==> config.mk <==
export PLATFORM = sky130hd
export DESIGN_NAME = seven_seg_scanner
export DESIGN_NICKNAME = d
export VERILOG_FILES = /design/src/rtl/vending_display_pkg.sv /design/src/rtl/bin2bcd_seq.sv /design/src/rtl/seven_seg_scanner.sv
export SDC_FILE = /design/constraint.sdc
export NUM_CORES = 1
export LEC_CHECK = 0
export CAP_MARGIN = 30
export CORE_ASPECT_RATIO = 1.4
export CORE_MARGIN = 4
export CORE_UTILIZATION = 25
export DETAILED_ROUTE_END_ITERATION = 12
export REMOVE_ABC_BUFFERS = 1
export SYNTH_ARGS = -nofsm -noshare
export SYNTH_HDL_FRONTEND = slang
export SYNTH_SLANG_ARGS = --single-unit
==> constraint.sdc <==
create_clock -name clk -period 3.9 [get_ports clk]
set_clock_uncertainty 0.05 [all_clocks]
set_input_delay 0.39 -clock clk [delete_from_list [all_inputs] [get_ports clk]]
set_output_delay 0.39 -clock clk [all_outputs]
set_load 0.02 [all_outputs]
==> src/rtl/vending_display_pkg.sv <==
`default_nettype none
// ============================================================================
//  Module      : vending_display_pkg
//  Description : Shared constants, segment patterns and helpers for the
//                four-digit seven-segment scanner and its BCD converter.
//  Revision    : 1.0  initial release
// ============================================================================
package vending_display_pkg;

   localparam int DIGITS      = 4;
   localparam int VALUE_W     = 14;
   localparam int MAX_DISPLAY = 9999;
   localparam int BCD_W       = 4 * DIGITS;

   // Active-low segment patterns, bit order {g,f,e,d,c,b,a}
   localparam logic [6:0] c_seg_0     = 7'h40;
   localparam logic [6:0] c_seg_1     = 7'h79;
   localparam logic [6:0] c_seg_2     = 7'h24;
   localparam logic [6:0] c_seg_3     = 7'h30;
   localparam logic [6:0] c_seg_4     = 7'h19;
   localparam logic [6:0] c_seg_5     = 7'h12;
   localparam logic [6:0] c_seg_6     = 7'h02;
   localparam logic [6:0] c_seg_7     = 7'h78;
   localparam logic [6:0] c_seg_8     = 7'h00;
   localparam logic [6:0] c_seg_9     = 7'h10;
   localparam logic [6:0] c_seg_dash  = 7'h3F;
   localparam logic [6:0] c_seg_blank = 7'h7F;

   // Converter FSM encoding
   localparam logic [0:0] c_st_idle    = 1'b0;
   localparam logic [0:0] c_st_convert = 1'b1;

   // Index of the final shift iteration (one iteration per input bit)
   localparam logic [3:0] c_last_iter = 4'(VALUE_W - 1);

   // Map a BCD digit to its segment pattern; non-decimal codes show blank
   function automatic logic [6:0] seg_decode(input logic [3:0] digit);
      case (digit)
         4'd0:    return c_seg_0;
         4'd1:    return c_seg_1;
         4'd2:    return c_seg_2;
         4'd3:    return c_seg_3;
         4'd4:    return c_seg_4;
         4'd5:    return c_seg_5;
         4'd6:    return c_seg_6;
         4'd7:    return c_seg_7;
         4'd8:    return c_seg_8;
         4'd9:    return c_seg_9;
         default: return c_seg_blank;
      endcase
   endfunction

   // Double-dabble column correction applied before each shift
   function automatic logic [3:0] add3(input logic [3:0] d);
      return (d >= 4'd5) ? (d + 4'd3) : d;
   endfunction

endpackage
`default_nettype wire

==> src/rtl/bin2bcd_seq.sv <==
`default_nettype none
// ============================================================================
//  Module      : bin2bcd_seq
//  Description : Sequential shift-add-3 binary to BCD converter, one input
//                bit per clock. done pulses for one cycle once bcd is final.
//  Revision    : 1.0  initial release
// ============================================================================
module bin2bcd_seq
   import vending_display_pkg::*;
(
   input  logic               clk,
   input  logic               reset_n,
   input  logic               start,
   input  logic [VALUE_W-1:0] value,
   output logic               busy,
   output logic               done,
   output logic [BCD_W-1:0]   bcd,
   output logic               ovf
);

   logic [0:0]         r_state;
   logic [0:0]         w_state_nxt;
   logic [3:0]         r_cnt;
   logic [VALUE_W-1:0] r_bin;
   logic [BCD_W-1:0]   r_bcd;
   logic               r_ovf;
   logic               r_done;
   logic               w_accept;
   logic               w_shift_en;
   logic [2:0]         w_adj3;
   logic [BCD_W-1:0]   w_bcd_nxt;

   // State register
   always_ff @(posedge clk or negedge reset_n) begin
      if (!reset_n) r_state <= c_st_idle;
      else          r_state <= w_state_nxt;
   end

   // Next-state: a start is refused while the done pulse is still showing busy
   always_comb begin
      w_state_nxt = r_state;
      case (r_state)
         c_st_idle:    if (start && !r_done)        w_state_nxt = c_st_convert;
         c_st_convert: if (r_cnt == c_last_iter)    w_state_nxt = c_st_idle;
         default:                                   w_state_nxt = c_st_idle;
      endcase
   end

   // Outputs: busy spans the 14 shift cycles, ending with the done cycle
   always_comb begin
      w_accept   = (r_state == c_st_idle) && start && !r_done;
      w_shift_en = (r_state == c_st_convert);
      busy       = (w_shift_en && (r_cnt != 4'd0)) || r_done;
      done       = r_done;
      bcd        = r_bcd;
      ovf        = r_ovf;
   end

   // Correct each column, then shift in the next binary bit. Only the low
   // three bits of the top column survive the shift.
   always_comb begin
      w_adj3    = (r_bcd[15:12] >= 4'd5) ? (r_bcd[14:12] + 3'd3) : r_bcd[14:12];
      w_bcd_nxt = {w_adj3, add3(r_bcd[11:8]), add3(r_bcd[7:4]),
                   add3(r_bcd[3:0]), r_bin[VALUE_W-1]};
   end

   // Datapath: capture on accept, then one shift per cycle while converting
   always_ff @(posedge clk or negedge reset_n) begin
      if (!reset_n) begin
         r_cnt  <= 4'd0;
         r_bin  <= '0;
         r_bcd  <= '0;
         r_ovf  <= 1'b0;
         r_done <= 1'b0;
      end else begin
         r_done <= w_shift_en && (r_cnt == c_last_iter);
         if (w_accept) begin
            r_bin <= value;
            r_bcd <= '0;
            r_cnt <= 4'd0;
            r_ovf <= (value > VALUE_W'(MAX_DISPLAY));
         end else if (w_shift_en) begin
            r_bin <= {r_bin[VALUE_W-2:0], 1'b0};
            r_bcd <= w_bcd_nxt;
            r_cnt <= r_cnt + 4'd1;
         end
      end
   end

endmodule
`default_nettype wire

==> src/rtl/seven_seg_scanner.sv <==
`default_nettype none
// ============================================================================
//  Module      : seven_seg_scanner
//  Description : Four-digit multiplexed seven-segment driver. Converts a
//                loaded binary value to BCD and scans the digits continuously.
//  Revision    : 1.0  initial release
// ============================================================================
module seven_seg_scanner
   import vending_display_pkg::*;
#(
   parameter int SCAN_DIV      = 100000,
   parameter bit BLANK_LEADING = 1'b1
)(
   input  logic               clk,
   input  logic               reset_n,
   input  logic [VALUE_W-1:0] value,
   input  logic               load,
   output logic               busy,
   output logic               overflow,
   output logic [6:0]         seg,
   output logic [DIGITS-1:0]  an
);

   localparam int CNT_W = (SCAN_DIV > 1) ? $clog2(SCAN_DIV) : 1;

   logic [CNT_W-1:0] r_scan_cnt;
   logic [1:0]       r_digit_idx;
   logic [BCD_W-1:0] r_disp;
   logic             r_ovf;
   logic             w_done;
   logic             w_conv_ovf;
   logic [BCD_W-1:0] w_bcd;
   logic [3:0]       w_digit;
   logic [3:0]       w_lead_zero;

   bin2bcd_seq u_bin2bcd (
      .clk     (clk),
      .reset_n (reset_n),
      .start   (load),
      .value   (value),
      .busy    (busy),
      .done    (w_done),
      .bcd     (w_bcd),
      .ovf     (w_conv_ovf)
   );

   // Scan counter: advance to the next digit every SCAN_DIV cycles
   always_ff @(posedge clk or negedge reset_n) begin
      if (!reset_n) begin
         r_scan_cnt  <= '0;
         r_digit_idx <= 2'd0;
      end else if (r_scan_cnt == CNT_W'(SCAN_DIV - 1)) begin
         r_scan_cnt  <= '0;
         r_digit_idx <= r_digit_idx + 2'd1;
      end else begin
         r_scan_cnt  <= r_scan_cnt + CNT_W'(1);
      end
   end

   // Display latch: take the finished BCD word only on done, never partials
   always_ff @(posedge clk or negedge reset_n) begin
      if (!reset_n) begin
         r_disp <= '0;
         r_ovf  <= 1'b0;
      end else if (w_done) begin
         r_disp <= w_bcd;
         r_ovf  <= w_conv_ovf;
      end
   end

   // Digit mux, leading-zero blanking and segment decode for the active digit
   always_comb begin
      w_digit        = r_disp[{r_digit_idx, 2'b00} +: 4];
      w_lead_zero[3] = (r_disp[15:12] == 4'd0);
      w_lead_zero[2] = w_lead_zero[3] && (r_disp[11:8] == 4'd0);
      w_lead_zero[1] = w_lead_zero[2] && (r_disp[7:4] == 4'd0);
      w_lead_zero[0] = 1'b0;
      an             = ~(4'b0001 << r_digit_idx);
      overflow       = r_ovf;
      if (r_ovf)
         seg = c_seg_dash;
      else if (BLANK_LEADING && w_lead_zero[r_digit_idx])
         seg = c_seg_blank;
      else
         seg = seg_decode(w_digit);
   end

endmodule
`default_nettype wire
After elaboration in Yosys (flattened, before gate mapping)
Memories as Yosys holds them, arrays and structs flattened.
Cells that the tools add are included.
{"block": "totals", "reg_bits": 73, "latch_bits": 0, "mem_bits_rw": 0, "romBits": 112, "inputBits": 17, "output_inout_bits": 13, "wordCells": 62, "mem_count": 1}
{"name": "(no name shown)", "depth": 16, "word_bits": 7, "rd": 1, "rd_clocked_by_memory_dff": 0, "write_ports": 0, "line_no": "vending_display_pkg.sv:38", "text": "case (digit)"}
{"block": "op_classes", "n_addsub": 7, "multipliers": 0, "n_div": 0, "order_cmp": 6, "eq_ne": 2, "shift": 2, "muxes": 18, "n_bitwise": 2, "n_reduce_logical": 14}
{"op": "two-way mux 16 bit", "count": 2}
{"op": "two-way mux 14 bit", "count": 2}
{"op": "two-way mux 4 bit", "count": 5}
{"op": "adder 17 x 1 -> 17 bit, second input constant", "count": 1}
{"op": "equality test 17 bit, second input constant", "count": 1}
{"op": "two-way mux 17 bit", "count": 1}
{"op": "greater-or-equal comparator 4 x 3 -> 1 bit, second input constant", "count": 4}
{"op": "indexed part select 16 x 5 -> 4 bit", "count": 1}
{"op": "> comparator 14 bit, second input constant", "count": 1}
{"op": "two-way mux 7 bit", "count": 2}
{"op": "adder 4 x 2 -> 4 bit, second input constant", "count": 3}
{"op": "logical NOT 4 bit", "count": 3}
{"op": "logical AND 1 bit", "count": 7}
{"op": "adder 4 x 1 -> 4 bit, second input constant", "count": 1}
{"op": "equality test 4 bit, second input constant", "count": 1}
{"op": "NOT 4 bit", "count": 1}
{"op": "nonzero test 4 bit", "count": 1}
{"op": "left shift 1 x 2 -> 4 bit, first input constant", "count": 1}
{"op": "adder 3 x 2 -> 3 bit, second input constant", "count": 1}
{"op": "less-than comparator 2 x 3 -> 1 bit, second input constant", "count": 1}
{"op": "two-way mux 1 bit", "count": 3}
{"op": "two-way mux 3 bit", "count": 1}
{"op": "adder 2 x 1 -> 2 bit, second input constant", "count": 1}
{"op": "binary-select mux 1 bit (select 2 bit)", "count": 1}
{"op": "other kinds (5)", "count": 5}

Depth between registers and ports, before layout
Gate-level depths: netlist of run 1.
{"block": "depth", "word_depth": 7, "mapped_depth": 8, "depth_no_buf": 7}

Hierarchy
A second synthesis of run 1 with hierarchy kept.
{"block": "hier_totals", "cells_unflattened": 371, "area_unflattened_um2": 3933.8}
{"module": "bin2bcd_seq", "n_inst": 1, "cells_each": 196, "area_each_um2": 2019.4, "seq_area_each_um2": 925.9}
{"module": "seven_seg_scanner", "n_inst": 1, "cells_each": 175, "area_each_um2": 1914.3, "seq_area_each_um2": 900.9}

Worst setup path before layout of run 1
OpenSTA, ideal clock, no wires.
{"block": "synth_timing", "path_type": "register -> output", "start": "register r_digit_idx[0]", "end": "output port seg[3]", "arrival_ps": 2018, "required_ps": 3460, "setup_slack_ps": 1442, "path_stages_with_launch": 9, "path_buffers": 1, "cell_sequence": "dfrtp_1 > buf_2 > mux4_2 > inv_1 > ha_1 > inv_1 > or2_2 > mux2i_1 > nand3b_1"}
{"block": "synth_between", "elab_chain_cells": 4, "elab_cells_between_ends": 6, "cone_classes": "shift (1); mux (4); memory (1)"}
{"element": "start: declaration", "line_no": "seven_seg_scanner.sv:27", "text": "logic [1:0] r_digit_idx;"}
{"element": "start signal: assignment", "line_no": "seven_seg_scanner.sv:54", "text": "r_digit_idx <= r_digit_idx + 2'd1;"}
{"element": "indexed part select 16 x 5 -> 4 bit or binary-select mux 1 bit (select 2 bit) (tied branches)", "line_no": "seven_seg_scanner.sv:73, seven_seg_scanner.sv:82"}
{"element": "memory read (16 x 7 bit) or two-way mux 1 bit (tied branches)"}
{"element": "two-way mux 7 bit (*)", "line_no": "seven_seg_scanner.sv:82", "text": "else if (BLANK_LEADING && w_lead_zero[r_digit_idx])"}
{"element": "two-way mux 7 bit (*)", "line_no": "seven_seg_scanner.sv:80", "text": "if (r_ovf)"}
{"element": "end: declaration", "line_no": "seven_seg_scanner.sv:20", "text": "output logic [6:0] seg,"}
Every way passes the cells marked *; elsewhere a longest branch is shown, timed or not. The select of a mux whose other input is x is not followed.

Final worst setup path of run 1
Same ends and word-level chain as after synthesis.

==> results.sh, run 1 <==
export IMPL_cap_violations=0
export IMPL_cp_start_kind="flip-flop"
export IMPL_dp_slack_ps=841
export IMPL_r2r_end="r_digit_idx[1]"
export IMPL_first_pass_iters=4
export IMPL_core_area_mm2=0.0155
export IMPL_syn2layout_area_growth_pct=20.4
export IMPL_synth_cell_types=42
export IMPL_wl_um=7710
export IMPL_grt_pass1_vias=2872
export IMPL_design_area_mm2=0.00477
export IMPL_vias=2722
export IMPL_gr_total_overflow=0
export IMPL_grt_pass1_wl_um=13800
export IMPL_mappedNetlistArea_mm2=0.00396
export IMPL_period_minus_slack_ps=3380
export IMPL_place_congestion=0.797
export IMPL_dp_cells=583
export IMPL_use_met1_pct=11.6
export IMPL_status="finished clean"
export IMPL_clk_latency_ps=340
export IMPL_drt_wirelength_per_cell_um=12.9
export IMPL_p_clk_share_pct=24.4
export IMPL_cp_required_ps=3460
export IMPL_period_share_pct=86.7
export IMPL_tightest_slew_ps=961
export IMPL_tns_ps=0
export IMPL_slew_headroom_pct=35.6
export IMPL_cp_end_kind="output pin"
export IMPL_io_pins=30
export IMPL_r2r_start="r_scan_cnt[0]"
export IMPL_track_usage_pct=9.47
export IMPL_ff2ff_setup_slack_ps=1710
export IMPL_numCtsBuffers=9
export IMPL_die_area_mm2=0.0179
export IMPL_final_nets=436
export IMPL_final_antenna_net_count=0
export IMPL_hpwl_um=5530
export IMPL_critPathArrivalTime_ps=2940
export IMPL_cts_htree_levels=3
export IMPL_stdcell_count=599
export IMPL_drtIter0Drc=122
export IMPL_p_int_mw=2.22
export IMPL_place_area_mm2=0.00446
export IMPL_tritoncts="done"
export IMPL_yosysSeqAreaShare_pct=46.2
export IMPL_root_buffer="clkbuf_16"
export IMPL_synth_warnings=0
export IMPL_rsz0062_at_grt="no"
export IMPL_ctsResizeCount=0
export IMPL_antenna_found_initial=0
export IMPL_drv_slew=0
export IMPL_post_cts_buffers=0
export IMPL_core_rowCount=54
export IMPL_setup_viol=0
export IMPL_cts_sinks=73
export IMPL_die_h_um=157
export IMPL_peakVddDrop_mv=0.410
export IMPL_holdWs_ps=41.6
export IMPL_grt_util_met2_pct=16.2
export IMPL_p_leak_nw=2.15
export IMPL_p_sw_mw=1.23
export IMPL_setup_slack_ps=519
export IMPL_synth_seq_cells=73
export IMPL_seqPwrFrac_pct=35.8
export IMPL_path_max_fanout=9
export IMPL_hp_class="input pin to async pin"
export IMPL_p_per_area_mw_per_mm2=725
export IMPL_port_buffer_count=29
export IMPL_drive_above_1_share_pct=13.9
export IMPL_clk_pin_slew_ps=60
export IMPL_switching_share_pct=35.6
export IMPL_met3_usage_pct=0.967
export IMPL_hold_viol_final=0
export IMPL_path_class="flip-flop to output pin"
export IMPL_clock_path_buffers=2
export IMPL_drc=0
export IMPL_comb_power_share_pct=39.9
export IMPL_postCtsHoldBufs=0
export IMPL_avgSynthCellArea_um2=10.7
export IMPL_die_w_um=114
export IMPL_reg2regPathDepth=5
export IMPL_max_clock_freq_mhz=296
export IMPL_grt_busiest_layer="met2"
export IMPL_diodes=0
export IMPL_initial_core_util_pct=25.5
export IMPL_grt_max_degree=59
export IMPL_vias_per_cell=4.54
export IMPL_synthCells=369
placed cells by master, fill, tap and decap left out, drive strengths merged, types with 9 or more instances in the layout:
master | synthesis | final
a21oi | 9 | 9
clkbuf | 7 | 11
clkdlybuf4s50 | 0 | 28
dfrtp | 73 | 73
ha | 21 | 21
inv | 23 | 25
mux2 | 24 | 24
mux2i | 29 | 29
nand2 | 40 | 40
nand2b | 10 | 10
nor2 | 18 | 18
o21ai | 20 | 20
xnor2 | 16 | 16
xor2 | 9 | 9
layer usage:
metal	share of wire, %	wire length [µm]
met1	44	3410
met2	51	3950
met3	1.6	126
met4	2.8	213
met5	0	0
final cells by class:
type / count / area (µm²)
Clock buffer: 11 / 243
Clock inverter: 5 / 62.6
Fill cell: 1604 / 10800
Inverter: 23 / 86.3
Multi-Input combinational cell: 258 / 1990
Sequential cell: 73 / 1830
Tap cell: 196 / 245
Timing Repair Buffer: 33 / 315
state kept, by name (all words and copies together) (netlist names):
signal / cells
u_bin2bcd.done: 1
u_bin2bcd.bcd: 16
u_bin2bcd.r_bin: 14
overflow: 1
u_bin2bcd.ovf: 1
r_digit_idx: 2
u_bin2bcd.r_cnt: 4
r_disp: 16
u_bin2bcd.r_state: 1
r_scan_cnt: 17
cell usage after synthesis (all sizes together):
cell | instances | share of area [%]
nand3 | 7 | 0.89
o21ai | 20 | 2.5
dfrtp | 73 | 46
or2 | 2 | 0.32
nor3 | 5 | 0.63
o41ai | 1 | 0.22
o31ai | 4 | 0.76
nor2b | 1 | 0.16
nand2b | 10 | 1.6
and4 | 4 | 0.89
nor4 | 4 | 1.0
nor3b | 4 | 0.76
a21o | 2 | 0.38
ha | 21 | 6.6
inv | 23 | 2.2
and3 | 2 | 0.35
and2b | 1 | 0.22
or4 | 1 | 0.19
clkbuf | 7 | 0.66
mux2 | 24 | 6.9
mux2i | 29 | 7.3
nand4 | 3 | 0.47
xnor2 | 16 | 3.5
and4b | 1 | 0.25
o211ai | 1 | 0.19
nand2 | 40 | 3.8
or3 | 1 | 0.16
a21oi | 9 | 1.1
xor2 | 9 | 2.0
and2 | 1 | 0.16
nand4b | 1 | 0.22
or4b | 1 | 0.35
mux4 | 4 | 2.3
nor2 | 18 | 1.7
o32ai | 3 | 0.66
nand3b | 5 | 0.95
o22ai | 3 | 0.47
buf | 8 | 0.89
per-stage QoR:
step	utilization (%)	power, mW
5_1_grt	30.7	3.72
2_1_floorplan	-	2.19
3_3_place_gp	28.7	2.58
3_5_place_dp	28.7	2.65
6_report	30.7	3.45
4_1_cts	30.7	3.50
worst max path at each step:
stage | startpoint | end
floorplan | r_digit_idx[0] | seg[3]
global placement | r_digit_idx[0] | seg[4]
detailed placement | r_digit_idx[0] | seg[3]
CTS | r_digit_idx[0] | seg[3]
global route | r_digit_idx[0] | seg[3]
finish | r_digit_idx[0] | seg[3]
critical path: stages (launching register included):
cell,delay [ps]
dfrtp_1,560
mux4_2,640
inv_1,140
ha_1,170
inv_1,40
or2_2,280
mux2i_1,140
nand3b_1,90
clkdlybuf4s50_1,540
cell families after synthesis:
group                      Yosys count  share of synthesized area, %
buffers and inverters               38                          3.73
adders and majority gates           21                          6.64
xor gates and xnor gates            25                          5.53
AOI/OAI and AO/OA                   43                          6.35
muxes                               57                          16.5
and+or+nand+nor                    112                          15.0
DFF                                 73                          46.2
power groups by stage:
stage	Sequential [mW]	Clock [mW]	Combinational (mW)
floorplan	1.21	0	0.981
CTS	1.24	0.859	1.40
detailed placement	1.25	0	1.40
global route	1.27	0.888	1.56
global placement	1.23	0	1.35
finish	1.23	0.842	1.38
(Power assumes the default switching activity.)
==> inputs of run 2 (changes only) <==
--- a/config.mk
+++ b/config.mk
@@ -10,6 +10,7 @@
 export CORE_MARGIN = 4
 export CORE_UTILIZATION = 25
 export DETAILED_ROUTE_END_ITERATION = 12
+export RECOVER_POWER = 100
 export REMOVE_ABC_BUFFERS = 1
 export SYNTH_ARGS = -nofsm -noshare
 export SYNTH_HDL_FRONTEND = slang
==> run 2 against run 1 <==
  * The run now ends with capacitance limit, slew limit left
  * Worst setup slack worse by 110 ps
  * Total power down 0.72%
  * Clock power about the same
  * Count of clock-buffer cells in the layout unchanged
  * Non-clock buffer count unchanged
  * Largest power group unchanged
==> results.sh, run 2 (synthesis results as in run 1) <==
export IMPL_final_common_cell="dfrtp_1"
export IMPL_wl_met1_um=3410
export IMPL_vias=2738
export IMPL_r2r_end="r_digit_idx[1]"
export IMPL_drv_slew=145
export IMPL_ctsResizeCount=0
export IMPL_reg2regPathDepth=5
export IMPL_hold_viol_final=0
export IMPL_drive_above_1_share_pct=12.7
export IMPL_cpPeakStageDelay_ps=650
export IMPL_setup_viol=0
export IMPL_tritoncts="done"
export IMPL_drtIter0Drc=137
export IMPL_hold_depth=2
export IMPL_vias_per_cell=4.57
export IMPL_root_buffer="clkbuf_16"
export IMPL_hold_start="u_bin2bcd.r_bin[4]"
export IMPL_gr_total_overflow=0
export IMPL_period_share_pct=89.4
export IMPL_first_pass_iters=6
export IMPL_initial_core_util_pct=25.5
export IMPL_dp_slack_ps=841
export IMPL_core_area_mm2=0.0155
export IMPL_path_cells="mux4_2 > inv_1 > ha_1 > inv_1 > or2_2 > mux2i_1 > nand3b_1 > dlygate4sd3_1"
export IMPL_p_leak_nw=2.14
export IMPL_antenna_found_initial=0
export IMPL_largest_register="r_scan_cnt"
export IMPL_largest_reg_flops=17
export IMPL_routed_top_layer="met4"
export IMPL_period_minus_slack_ps=3490
export IMPL_total_power_mw=3.43
export IMPL_post_cts_buffers=0
export IMPL_die_h_um=157
export IMPL_final_nets=436
export IMPL_clock_path_buffers=2
export IMPL_wl_met3_um=173
export IMPL_cp_required_ps=3460
export IMPL_ff2ff_setup_slack_ps=920
export IMPL_diodes=0
export IMPL_hpwl_um=5530
export IMPL_clk_latency_ps=340
export IMPL_setup_slack_ps=413
export IMPL_postCtsHoldBufs=0
export IMPL_final_antenna_net_count=0
export IMPL_hp_class="flip-flop to flip-flop"
export IMPL_port_buffer_count=29
export IMPL_violations="capacitance limit, slew limit"
export IMPL_place_congestion=0.797
export IMPL_cap_violations=4
export IMPL_nFillCells=1607
export IMPL_grt_pass1_vias=2872
export IMPL_cp_top_family="buffers and inverters"
export IMPL_whs_endpoint="u_bin2bcd.r_bin[5]"
export IMPL_slew_headroom_pct=-72.2
export IMPL_drt_wirelength_per_cell_um=12.9
export IMPL_track_usage_pct=9.47
export IMPL_crit_buf_inv=3
export IMPL_io_pins=30
export IMPL_die_w_um=114
export IMPL_core_rowCount=54
export IMPL_status="finished with violations"
export IMPL_p_per_area_mw_per_mm2=723
export IMPL_cp_end_kind="output pin"
export IMPL_grt_max_degree=59
export IMPL_rsz0062_at_grt="no"
export IMPL_cts_sinks=73
export IMPL_tightest_slew_ps=2580
export IMPL_cpMostUsedCell="inv_1"
export IMPL_die_area_mm2=0.0179
export IMPL_path_max_fanout=9
export IMPL_peakVddDrop_mv=0.378
export IMPL_grt_pass1_wl_um=13800
export IMPL_wl_met2_um=3940
export IMPL_clk_pin_slew_ps=60
export IMPL_tns_ps=0
export IMPL_max_clock_freq_mhz=287
export IMPL_path_class="flip-flop to output pin"
export IMPL_cts_htree_levels=3
export IMPL_cp_start_kind="flip-flop"
export IMPL_mostFrequentLayoutCells="72 x dfrtp_1, 40 x nand2_1, 29 x mux2i_1, 23 x inv_1, 23 x mux2_2"
export IMPL_critPathSlowestCell="dlygate4sd3_1"
export IMPL_r2r_start="r_scan_cnt[0]"
export IMPL_drc=0
export IMPL_syn2layout_area_growth_pct=19.7
export IMPL_wl_um=7710
export IMPL_numCtsBuffers=9
export IMPL_critPathArrivalTime_ps=3050
## run 2: layout make-up
| type | instances | area (µm²) | share of cell area, % |
|---|---|---|---|
| inverter | 23 | 86.3 | 1.82 |
| timing repair buffer | 33 | 303 | 6.39 |
| multi-input combinational | 258 | 1970 | 41.6 |
| clock inverter | 5 | 62.6 | 1.32 |
| clock buffer | 11 | 243 | 5.12 |
| sequential | 73 | 1830 | 38.6 |
| tap | 196 | 245 | 5.18 |
## run 2: power breakdown
part	leakage, nW	internal [mW]	switching [mW]
Combinational	1.06	0.686	0.665
Sequential	0.939	1.00	0.233
Clock	0.143	0.517	0.326
## run 2: routing by layer
layer,vias up,GRT usage (%)
met3,12,0.967
li1,1340,-
met1,1351,11.6
met2,35,16.2
met5,-,0
met4,0,5.26
## run 2: tightest hold or removal path, delay by kind of cell, from the launching register on
kind | cells | cell delay (ps)
AND/OR/NAND/NOR | 1 | 50
flip-flops | 1 | 340
AO/OA/AOI/OAI | 1 | 60
## run 2: how the worst max path moves through the flow
stage	start	end	slack (ps)	cells past startpoint
global placement	r_digit_idx[0]	seg[4]	930	8
finish	r_digit_idx[0]	seg[3]	410	8
detailed placement	r_digit_idx[0]	seg[3]	840	8
floorplan	r_digit_idx[0]	seg[3]	1440	7
CTS	r_digit_idx[0]	seg[3]	480	8
global route	r_digit_idx[0]	seg[3]	220	8
## run 2: stage by stage
step                hold WS [ps]  instance area, µm²  util [%]  std cells
floorplan                   44.4                3900         -        354
global placement             413                4460      28.7        583
detailed placement           414                4460      28.7        583
CTS                         63.8                4770      30.7        599
global route                 455                4740      30.5        599
finish                       437                4740      30.5        599
==> inputs of run 3 (changes only) <==
--- a/config.mk
+++ b/config.mk
@@ -8,7 +8,7 @@
 export CAP_MARGIN = 30
 export CORE_ASPECT_RATIO = 1.4
 export CORE_MARGIN = 4
-export CORE_UTILIZATION = 25
+export CORE_UTILIZATION = 30
 export DETAILED_ROUTE_END_ITERATION = 12
 export RECOVER_POWER = 100
 export REMOVE_ABC_BUFFERS = 1
==> run 3 against run 2 <==
  * The flow still finishes with violations (capacitance limit, slew limit)
  * Maximum frequency up 0.40%
  * Combinational power about the same
  * First-iteration DRC count shrank 38%
  * Worst setup slack improved by 14 ps
  * Register-to-register slack better by 30 ps
  * Non-clock buffer count fell by 1
  * Sequential power is essentially flat
  * Total power up 2.8%
  * Via count decreased by 1.6%
  * Largest cell class unchanged
==> results.sh, run 3 (synthesis results as in run 1) <==
export IMPL_stdcell_count=554
export IMPL_grt_pass1_wl_um=13200
export IMPL_core_area_mm2=0.0129
export IMPL_violations="capacitance limit, slew limit"
export IMPL_numCtsBuffers=9
export IMPL_nFillCells=1270
export IMPL_clk_pin_slew_ps=50
export IMPL_status="finished with violations"
export IMPL_final_nets=435
export IMPL_wl_met2_um=3650
export IMPL_hold_viol_final=0
export IMPL_gr_total_overflow=0
export IMPL_place_area_mm2=0.00440
export IMPL_largest_reg_flops=17
export IMPL_p_sw_mw=1.20
export IMPL_dp_cells=539
export IMPL_core_rowCount=49
export IMPL_place_congestion=0.780
export IMPL_final_antenna_net_count=0
export IMPL_drive_above_1_share_pct=13.0
export IMPL_die_h_um=144
export IMPL_ff2ff_setup_slack_ps=950
export IMPL_hpwl_um=5310
export IMPL_port_buffer_count=29
export IMPL_cts_sinks=73
export IMPL_p_leak_nw=2.17
export IMPL_vias=2694
export IMPL_reg2regPathDepth=3
export IMPL_drt_wirelength_per_cell_um=13.5
export IMPL_slew_headroom_pct=-76.5
export IMPL_p_clk_share_pct=26.7
export IMPL_drtIter0Drc=85
export IMPL_cp_end_kind="output pin"
export IMPL_io_pins=30
export IMPL_cap_violations=3
export IMPL_p_int_mw=2.33
export IMPL_postCtsHoldBufs=0
export IMPL_drv_slew=102
export IMPL_rsz0062_at_grt="no"
export IMPL_cts_htree_levels=3
export IMPL_diodes=0
export IMPL_die_w_um=105
export IMPL_largest_register="r_scan_cnt"
export IMPL_syn2layout_area_growth_pct=19.3
export IMPL_p_per_area_mw_per_mm2=747
export IMPL_vias_per_cell=4.86
export IMPL_path_max_fanout=9
export IMPL_cp_required_ps=3460
export IMPL_mostFrequentLayoutCells="72 x dfrtp_1, 40 x nand2_1, 29 x mux2i_1, 23 x inv_1, 23 x mux2_2"
export IMPL_design_area_mm2=0.00472
export IMPL_tightest_slew_ps=2650
export IMPL_routed_top_layer="met4"
export IMPL_wl_met3_um=251
export IMPL_initial_core_util_pct=30.7
export IMPL_period_share_pct=89.1
export IMPL_period_minus_slack_ps=3470
export IMPL_drc=0
export IMPL_clk_latency_ps=330
export IMPL_hold_start="u_bin2bcd.r_bin[11]"
export IMPL_grt_pass1_vias=2759
export IMPL_wl_um=7490
export IMPL_peakVddDrop_mv=0.245
export IMPL_first_pass_iters=6
export IMPL_r2r_start="u_bin2bcd.r_state"
export IMPL_clock_path_buffers=2
export IMPL_antenna_found_initial=0
export IMPL_max_clock_freq_mhz=288
export IMPL_cp_start_kind="flip-flop"
export IMPL_grt_max_degree=59
export IMPL_final_common_cell="dfrtp_1"
export IMPL_switching_share_pct=34.0
export IMPL_wl_met1_um=3400
export IMPL_path_class="flip-flop to output pin"
export IMPL_critPathArrivalTime_ps=3030
export IMPL_hp_class="flip-flop to flip-flop"
export IMPL_seqPwrFrac_pct=34.9
export IMPL_setup_viol=0
export IMPL_tritoncts="done"
export IMPL_tns_ps=0
export IMPL_die_area_mm2=0.0151
export IMPL_hold_depth=2
export IMPL_post_cts_buffers=0
export IMPL_r2r_end="u_bin2bcd.r_state"
export IMPL_root_buffer="clkbuf_16"
export IMPL_comb_power_share_pct=38.3
export IMPL_whs_endpoint="u_bin2bcd.r_bin[12]"
export IMPL_track_usage_pct=10.8
export IMPL_ctsResizeCount=0
## run 3: cell types whose count changed in the layout (fill, tap and decap cells not counted)
cell / change
clkinv_4: +1
bufinv_16: +2
clkbuf_1: -3
inv_6: -2
clkbuf_2: +1
clkinv_2: +1
clkinvlp_4: -2
## run 3: worst max path at each step
stage | slack [ps] | to | cells after the start | from
2_1_floorplan | 1440 | seg[3] | 7 | r_digit_idx[0]
3_3_place_gp | 950 | seg[3] | 8 | r_digit_idx[0]
3_5_place_dp | 830 | seg[4] | 8 | r_digit_idx[0]
4_1_cts | 480 | seg[3] | 8 | r_digit_idx[0]
5_1_grt | 240 | seg[3] | 8 | r_digit_idx[0]
6_report | 430 | seg[3] | 8 | r_digit_idx[0]
## run 3: area by class of cell
type                       count  area (µm²)  area share, %
sequential                    73        1830           38.7
clock inverter                 5         104           2.20
tap                          153         191           4.06
multi-input combinational    258        1970           41.8
inverter                      23        86.3           1.83
clock buffer                  10         239           5.06
timing repair buffer          32         300           6.36
## run 3: per-layer routing
metal / global-route usage, % / vias to the layer above
met5: 0 / -
met4: 6.01 / 0
met3: 1.62 / 13
met2: 18.5 / 52
met1: 13.2 / 1298
li1: - / 1331
## run 3: worst max-delay path: stages, from the launching register on
cell and delay [ps]:
dfrtp_1 560, mux4_2 630, inv_1 140, ha_1 180
inv_1 40, or2_2 290, mux2i_1 130, nand3b_1 80
dlygate4sd3_1 650
## run 3: power by group through the flow
stage                     combinational, mW  clock, mW  sequential [mW]
after floorplan                       0.981          0             1.21
after global placement                 1.35          0             1.24
after detailed placement               1.39          0             1.25
after CTS                              1.40      0.969             1.23
after global routing                   1.53      0.995             1.27
final                                  1.35      0.941             1.23
## run 3: metrics by stage
step	utilization, %	hold slack (ps)	setup WS, ps	total power, mW
final	36.7	432	427	3.52
after global placement	34.2	412	951	2.59
after CTS	36.8	77.9	480	3.60
after global routing	36.7	457	241	3.80
after floorplan	-	44.4	1440	2.19
after detailed placement	34.2	415	832	2.64
